==> src/rtl/matrix_packer.sv <==
// matrix_packer: assembles a serial element stream into a registered,
// flattened N x N matrix and holds it under a valid/ready handshake.
// Element (i,j) sits at mat_out[N*N*W-(N*i+j)*W-1 -: W]; (0,0) is in the MSBs.
// Optional build macro: MATRIX_PACKER_COLMAJOR_EN selects a column-major
// input stream (row advances first), which lands a row-major source transposed.
module matrix_packer #(
  parameter int unsigned MATRIX_SIZE = 4,
  parameter int unsigned DATA_WIDTH  = 8
) (
  input  logic                                            clk,
  input  logic                                            rst_n,
  input  logic                                            flush,
  input  logic [DATA_WIDTH-1:0]                           in_data,
  input  logic                                            in_valid,
  output logic                                            in_ready,
  output logic [MATRIX_SIZE*MATRIX_SIZE*DATA_WIDTH-1:0]   mat_out,
  output logic                                            mat_valid,
  input  logic                                            mat_ready,
  output logic [$clog2(MATRIX_SIZE*MATRIX_SIZE+1)-1:0]    elem_count
);

  localparam int unsigned N  = MATRIX_SIZE;
  localparam int unsigned W  = DATA_WIDTH;
  localparam int unsigned NN = N * N;
  localparam int unsigned MW = NN * W;
  localparam int unsigned CW = $clog2(NN + 1);
  localparam int unsigned IW = (N > 1) ? $clog2(N) : 1;
  localparam int unsigned SW = (NN > 1) ? $clog2(NN) : 1;

  typedef enum logic [0:0] {
    FILL = 1'b0,
    HOLD = 1'b1
  } state_t;

  state_t          state_q, state_d;
  logic [IW-1:0]   row_q, row_d;
  logic [IW-1:0]   col_q, col_d;
  logic [CW-1:0]   cnt_q, cnt_d;
  logic            accept;
  logic            last_slot;
  logic [SW-1:0]   slot;
  logic [W-1:0]    elem_q [NN];

  // Flat slot index of the current (row,col) write position.
  assign slot = SW'(row_q) * SW'(N) + SW'(col_q);

  // State, position and count registers.
  always_ff @(posedge clk or negedge rst_n) begin
    if (!rst_n) begin
      state_q <= FILL;
      row_q   <= '0;
      col_q   <= '0;
      cnt_q   <= '0;
    end else begin
      state_q <= state_d;
      row_q   <= row_d;
      col_q   <= col_d;
      cnt_q   <= cnt_d;
    end
  end

  // Element storage; slots are overwritten in place, never cleared on handoff.
  always_ff @(posedge clk or negedge rst_n) begin
    if (!rst_n) begin
      for (int k = 0; k < int'(NN); k++) begin
        elem_q[k] <= '0;
      end
    end else if (accept) begin
      elem_q[slot] <= in_data;
    end
  end

  // Next-state, position advance and handshake decode; flush overrides all.
  always_comb begin
    state_d   = state_q;
    row_d     = row_q;
    col_d     = col_q;
    cnt_d     = cnt_q;
    in_ready  = (state_q == FILL) && !flush;
    accept    = in_valid && in_ready;
    last_slot = (row_q == IW'(N - 1)) && (col_q == IW'(N - 1));

    if (flush) begin
      state_d = FILL;
      row_d   = '0;
      col_d   = '0;
      cnt_d   = '0;
    end else begin
      case (state_q)
        FILL: begin
          if (accept) begin
            cnt_d = cnt_q + CW'(1);
`ifdef MATRIX_PACKER_COLMAJOR_EN
            if (row_q == IW'(N - 1)) begin
              row_d = '0;
              col_d = col_q + IW'(1);
            end else begin
              row_d = row_q + IW'(1);
            end
`else
            if (col_q == IW'(N - 1)) begin
              col_d = '0;
              row_d = row_q + IW'(1);
            end else begin
              col_d = col_q + IW'(1);
            end
`endif
            if (last_slot) begin
              state_d = HOLD;
              row_d   = '0;
              col_d   = '0;
              cnt_d   = '0;
            end
          end
        end
        HOLD: begin
          if (mat_ready) begin
            state_d = FILL;
          end
        end
        default: begin
          state_d = FILL;
        end
      endcase
    end
  end

  // mat_valid is the state flop itself, so it has no path from mat_ready.
  assign mat_valid  = (state_q == HOLD);
  assign elem_count = cnt_q;

  // Flatten storage with slot 0 in the MSBs.
  for (genvar k = 0; k < int'(NN); k++) begin : g_pack
    assign mat_out[MW-1-k*W -: W] = elem_q[k];
  end

endmodule

==> config.mk <==
export PLATFORM = sky130hd
export DESIGN_NAME = matrix_packer
export DESIGN_NICKNAME = d
export VERILOG_FILES = /design/src/rtl/matrix_packer.sv
export SDC_FILE = /design/constraint.sdc
export NUM_CORES = 1
export LEC_CHECK = 0
export CAP_MARGIN = 20
export CORE_ASPECT_RATIO = 0.8
export CORE_MARGIN = 2
export CORE_UTILIZATION = 45
export CTS_CLUSTER_SIZE = 16
export DETAILED_ROUTE_END_ITERATION = 8
export PLACE_DENSITY = 0.82
export SYNTH_ARGS = -nofsm -noshare
export SYNTH_HDL_FRONTEND = slang
export SYNTH_SLANG_ARGS = --single-unit
==> constraint.sdc <==
create_clock -name clk -period 2 [get_ports clk]
set_input_delay 0.2 -clock clk [delete_from_list [all_inputs] [get_ports clk]]
set_output_delay 0.2 -clock clk [all_outputs]
set_load 0.05 [all_outputs]
== Word-level counts from Yosys, hierarchy flattened ==
Cells that the tools add are included.
W data, S select, Z words.
Operators by class
  add/subtract/negate cells: 4
  multipliers: 0
  div/mod/pow operators: 0
  $lt $le $gt $ge: 2
  equal/unequal tests: 3
  shift operators: 0
  muxes and demuxes: 22
  bitwise gates (word level): 2
  reduce and logical (&&, ||, !) cells: 9
Operators by type and width (number)
  $bwmux W128: 1
  $demux W8 S4: 1
  $mux W2: 10
  $mux W5: 4
  $mux W8: 1
  $add A5 B1 Y5 const B: 1
  $ge A5 B5 Y1 const B: 1
  $lt A5 B1 Y1 const B: 1
  $not A4 Y5: 1
  $add A2 B1 Y2 const B: 2
  $add A4 B2 Y4: 1
  $eq A2 B2 Y1 const B: 2
  $logic_and A1 B1 Y1: 4
  $mux W1: 4
  $reduce_and A3 Y1: 1
  $reduce_bool A3 Y1: 1
  $ne A2 B2 Y1 const B: 1
  $pmux W1 S2: 1
  $reduce_and A2 Y1: 1
  $reduce_bool A2 Y1: 1
  $logic_not A1 Y1: 1
  $not A1 Y1: 1
Word-level totals
  flip-flop bits (word level): 138
  bits in latches: 0
  memory bits (writable): 0
  bits in read-only memories: 0
  output and inout bits: 135
  logic and storage cells: 62
  memories: 0

== Depth between registers and ports, before layout ==
  depth in word-level cells: 7
  mapped depth: 5
  mapped depth without buffers: 5

== Worst setup path before layout ==
No wires, ideal clock.
  kind: register -> register
  start: register state_q (netlist: mat_valid)
  end: register elem_q (netlist bit mat_out[100])
  setup time: 0.125 ns
  arrival: 1.596 ns
  required time: 1.875 ns
  setup slack: 0.279 ns
  cell stages (with the launch flop): 5
  path through: dfrtp_1 -> and4bb_2 -> clkbuf_2 -> nand2_2 -> mux2_2
Between the ends
  longest elaborated chain between the ends: 3
Ends and longest elaborated chain
  start: declaration: RTL line 35  | state_t state_q, state_d;
  start signal: assignment: RTL line 55  | state_q <= state_d;
  $not A1 Y1
  $logic_and A1 B1 Y1: RTL line 79  | in_ready = (state_q == FILL) && !flush;
  $logic_and A1 B1 Y1: RTL line 80  | accept = in_valid && in_ready;
  end signal: indexed assignment: RTL line 69  | elem_q[slot] <= in_data;
  end: declaration: RTL line 42  | logic [W-1:0] elem_q [NN];
Every way passes these cells.
A chain may end at the register's enable or synchronous reset.

== Final worst setup path ==
  start: register cnt_q[0] (netlist: elem_count[0])
  end: output port elem_count[0]
RTL lines
  start: declaration: RTL line 38  | logic [CW-1:0] cnt_q, cnt_d;
  start signal: assignment: RTL line 58  | cnt_q <= cnt_d;
  end: declaration: RTL line 19  | output logic [$clog2(MATRIX_SIZE*MATRIX_SIZE+1)-1:0] elem_count
No word-level cell between the ends.

==> flow_summary.ini <==
[critical_path]
worst-r2r-cell-count = 4
path_buf_inv = 1
cp.required_ns = 1.80
critPathMaxStageDelay_ns = 0.85
crit_path_max_fanout = 5
crit_cells = 1
cp-end-kind = primary output
crit_type = register to primary output
crit_family = buffers and inverters
cp_cell_sequence = clkdlybuf4s50_1
critPathArrivalTime_ns = 1.70
start_kind = register
slowest_stage = clkdlybuf4s50_1

[finish]
nNetsFinal = 542
design_area_sq_um = 7920
fin_cells = 685
syn_to_final_growth_pct = 44.36
final_core_util = 0.6586
fillers = 840
drive_gt1_frac = 0.3715
antenna_cells = 0

[floorplanning]
die_height_um = 102.8
num_rows = 36
die_area_sq_um = 13100
core_area_sq_um = 12030
dieWidth_um = 127.5
io_pins = 148
start_util = 0.4562

[timing]
fin_setup_tns_ns = 0
post-route-min-period_ns = 1.900
setup_viol = 0
period_share = 0.9501
rsz0062_at_grt = no
fin_skew_ns = 0.008266
final_hold_viol_count = 0
worst-slew-pin-transition_ns = 0.7473
final_max_slew_viol_count = 0
relSlewSlack = 0.5003
clock.fmax_mhz = 526.2

[synthesis]
ys_ff_latch = 138
ys_seq_area_frac = 0.6294
mappedNetlistArea_sq_um = 5487
synthCells = 347
synth_area_per_cell_sq_um = 15.81
yosysUniqueCellTypes = 31
yosys_warnings = 0
synth_nets = 369

[flow_run]
cap_violations = 0

[global_route]
grt_use_met1 = 0.2935
grt_pass1_wl_um = 22020
grt_use_total = 0.2290
grt_start_max_net_pins = 62
grt_busiest_layer = met2
grt_pass1_vias = 3893
grtUsageMet3 = 0.08459
grt-ovfl-total = 0
use_met2 = 0.3640
antenna_found_initial = 0

[place]
dp_cells = 652
placed_cell_area_sq_um = 7315
port_buffers = 147
place_congestion = 0.7842
dpl.hpwl_um = 9587

[status]
status = finished, final reports clean

[cts]
clock_latency_ns = 0.42
cts_sinks = 138
cts.htree.levels = 4
cts_root_buffer = clkbuf_16
cts.clk_slew.worst_paths_ns = 0.06
cts_tree = built
cts_made_buffers = 17
ctsLongestPathBuffers = 2

[pwr]
p_total_mw = 8.273
power.leakage_nw = 3.676
peakVddDrop_mv = 0.8073
p_per_area_nw_per_um2 = 1045

[routing]
vias = 3628
drtIter0Drc = 149
drc_errors = 0
ant_nets = 0
via_per_inst = 5.296
first_pass_iters = 4
routedWlPerCell_um = 20.80
wl_um = 14250

[worst_hold_path]
hold_class = input pin to async pin
## kinds of logic after synthesis
group                      count (synthesis)  synth area share
muxes                                    130            0.2664
xor gates and xnor gates                   1          0.001597
AOI/OAI and AO/OA                          9           0.01072
adders and majority gates                  9           0.02052
buffers and inverters                     17           0.01642
and+or+nand+nor                           43           0.05496
DFF                                      138            0.6294
## metrics by stage
stage	setup WS [ns]	hold WS (ns)
floorplan	0.2794	-0.09559
global placement	0.1027	0.2075
detailed placement	0.04951	0.2199
CTS	0.008752	0.3469
global route	0.03537	0.3656
finish	0.09975	0.3236
## per-layer routing
layer / part of all wire / vias up / wire length (um)
met5: 0 / - / 0
met4: 0.014 / 0 / 196
met3: 0.071 / 23 / 1011
met2: 0.49 / 121 / 7040
met1: 0.42 / 1898 / 5998
li1: - / 1586 / -
## worst register-to-register path: cells and delay by family, from the launching register on
kind,cells,cell delay [ns]
adder cells (fa/ha/maj),1,0.31
flip-flops,1,0.42
multiplexers,1,0.38
AND/OR/NAND/NOR,2,0.54
## final timing paths
| check | start | slack (ns) | endpoint |
|---|---|---|---|
| hold reg to reg | mat_out[36]$_DFFE_PN0P_ | 0.50 | mat_out[36]$_DFFE_PN0P_ |
| hold / removal | rst_n | 0.32 | mat_out[4]$_DFFE_PN0P_ |
| max in group asynchronous | rst_n | 1.01 | mat_out[125]$_DFFE_PN0P_ |
| min in group clk | mat_ready | 0.44 | mat_valid$_DFF_PN0_ |
| setup / recovery | elem_count[0]$_DFFE_PN0P_ | 0.1 | elem_count[0] |
| setup reg to reg | col_q[0]$_DFFE_PN0P_ | 0.23 | mat_out[38]$_DFFE_PN0P_ |
## timing repair
action,4_1_cts,5_1_grt
resized for setup,0,1
setup endpoints to repair,0,1
endpoints found under the hold margin,56,0
setup buffers,0,0
hold buffers,1,0
## synth_stat cells
| cell | count | area (sq um) |
|---|---|---|
| nor3b_2 | 1 | 12.51 |
| a21oi_1 | 2 | 10.01 |
| nand4bb_1 | 1 | 11.26 |
| o31ai_1 | 1 | 7.510 |
| nor2b_1 | 1 | 6.260 |
| buf_6 | 1 | 11.26 |
| xor2_1 | 1 | 8.760 |
| nand2_2 | 2 | 12.51 |
| nand2b_1 | 5 | 31.28 |
| nand2_1 | 3 | 11.26 |
| o21ai_0 | 2 | 10.01 |
| clkbuf_2 | 2 | 10.01 |
| inv_1 | 4 | 15.01 |
| nand3_1 | 3 | 15.01 |
| a211oi_1 | 1 | 7.510 |
| nand3_2 | 7 | 70.07 |
| clkbuf_1 | 9 | 33.78 |
| a31oi_1 | 1 | 6.260 |
| nor2_1 | 6 | 22.52 |
| dfrtp_1 | 138 | 3453 |
| or3_1 | 1 | 6.260 |
| a22o_1 | 2 | 17.52 |
| mux2_2 | 128 | 1441 |
| nand3_4 | 1 | 17.52 |
| ha_1 | 9 | 112.6 |
| and4bb_2 | 1 | 12.51 |
| nor3_1 | 1 | 5.000 |
| mux2i_1 | 2 | 20.02 |
| nor2_2 | 6 | 37.54 |
| buf_12 | 1 | 20.02 |
| nand3b_1 | 4 | 30.03 |
## final cells by class
class	instances	area, sq um	area share
clock buffers	18	429.2	0.05419
clock inverters	14	163.9	0.02070
inverters	4	15.01	0.001896
multi-input cells	192	1943	0.2453
flip-flops and latches	138	3453	0.4360
well taps	152	190.2	0.02401
repair buffers	167	1725	0.2179
## state kept, by name (all words and copies together), names as in the netlist
name / cells
mat_valid: 1
col_q: 2
mat_out: 128
elem_count: 5
row_q: 2
## layout by cell type, fill, tap and decap left out, types with 3 or more instances in the layout
cell type / synthesis / layout
buf_12: 1 / 8
buf_4: 0 / 12
clkbuf_16: 0 / 17
clkdlybuf4s50_1: 0 / 144
clkinv_4: 0 / 4
clkinvlp_4: 0 / 3
dfrtp_1: 138 / 138
ha_1: 9 / 9
inv_1: 4 / 4
inv_6: 0 / 4
mux2_2: 128 / 128
nand2_1: 3 / 3
nand2b_1: 5 / 5
nand3_1: 3 / 3
nand3_2: 7 / 7
nand3b_1: 4 / 4
nor2_1: 6 / 6
nor2_2: 6 / 6
## power by group
group          leakage (nW)  switching, mW  internal, mW  total, mW
clock network         0.280           1.26          1.87       3.12
logic                  1.52           1.27         0.669       1.94
registers              1.87          0.163          3.05       3.21
No activity file was read; power rests on OpenSTA's default activity.
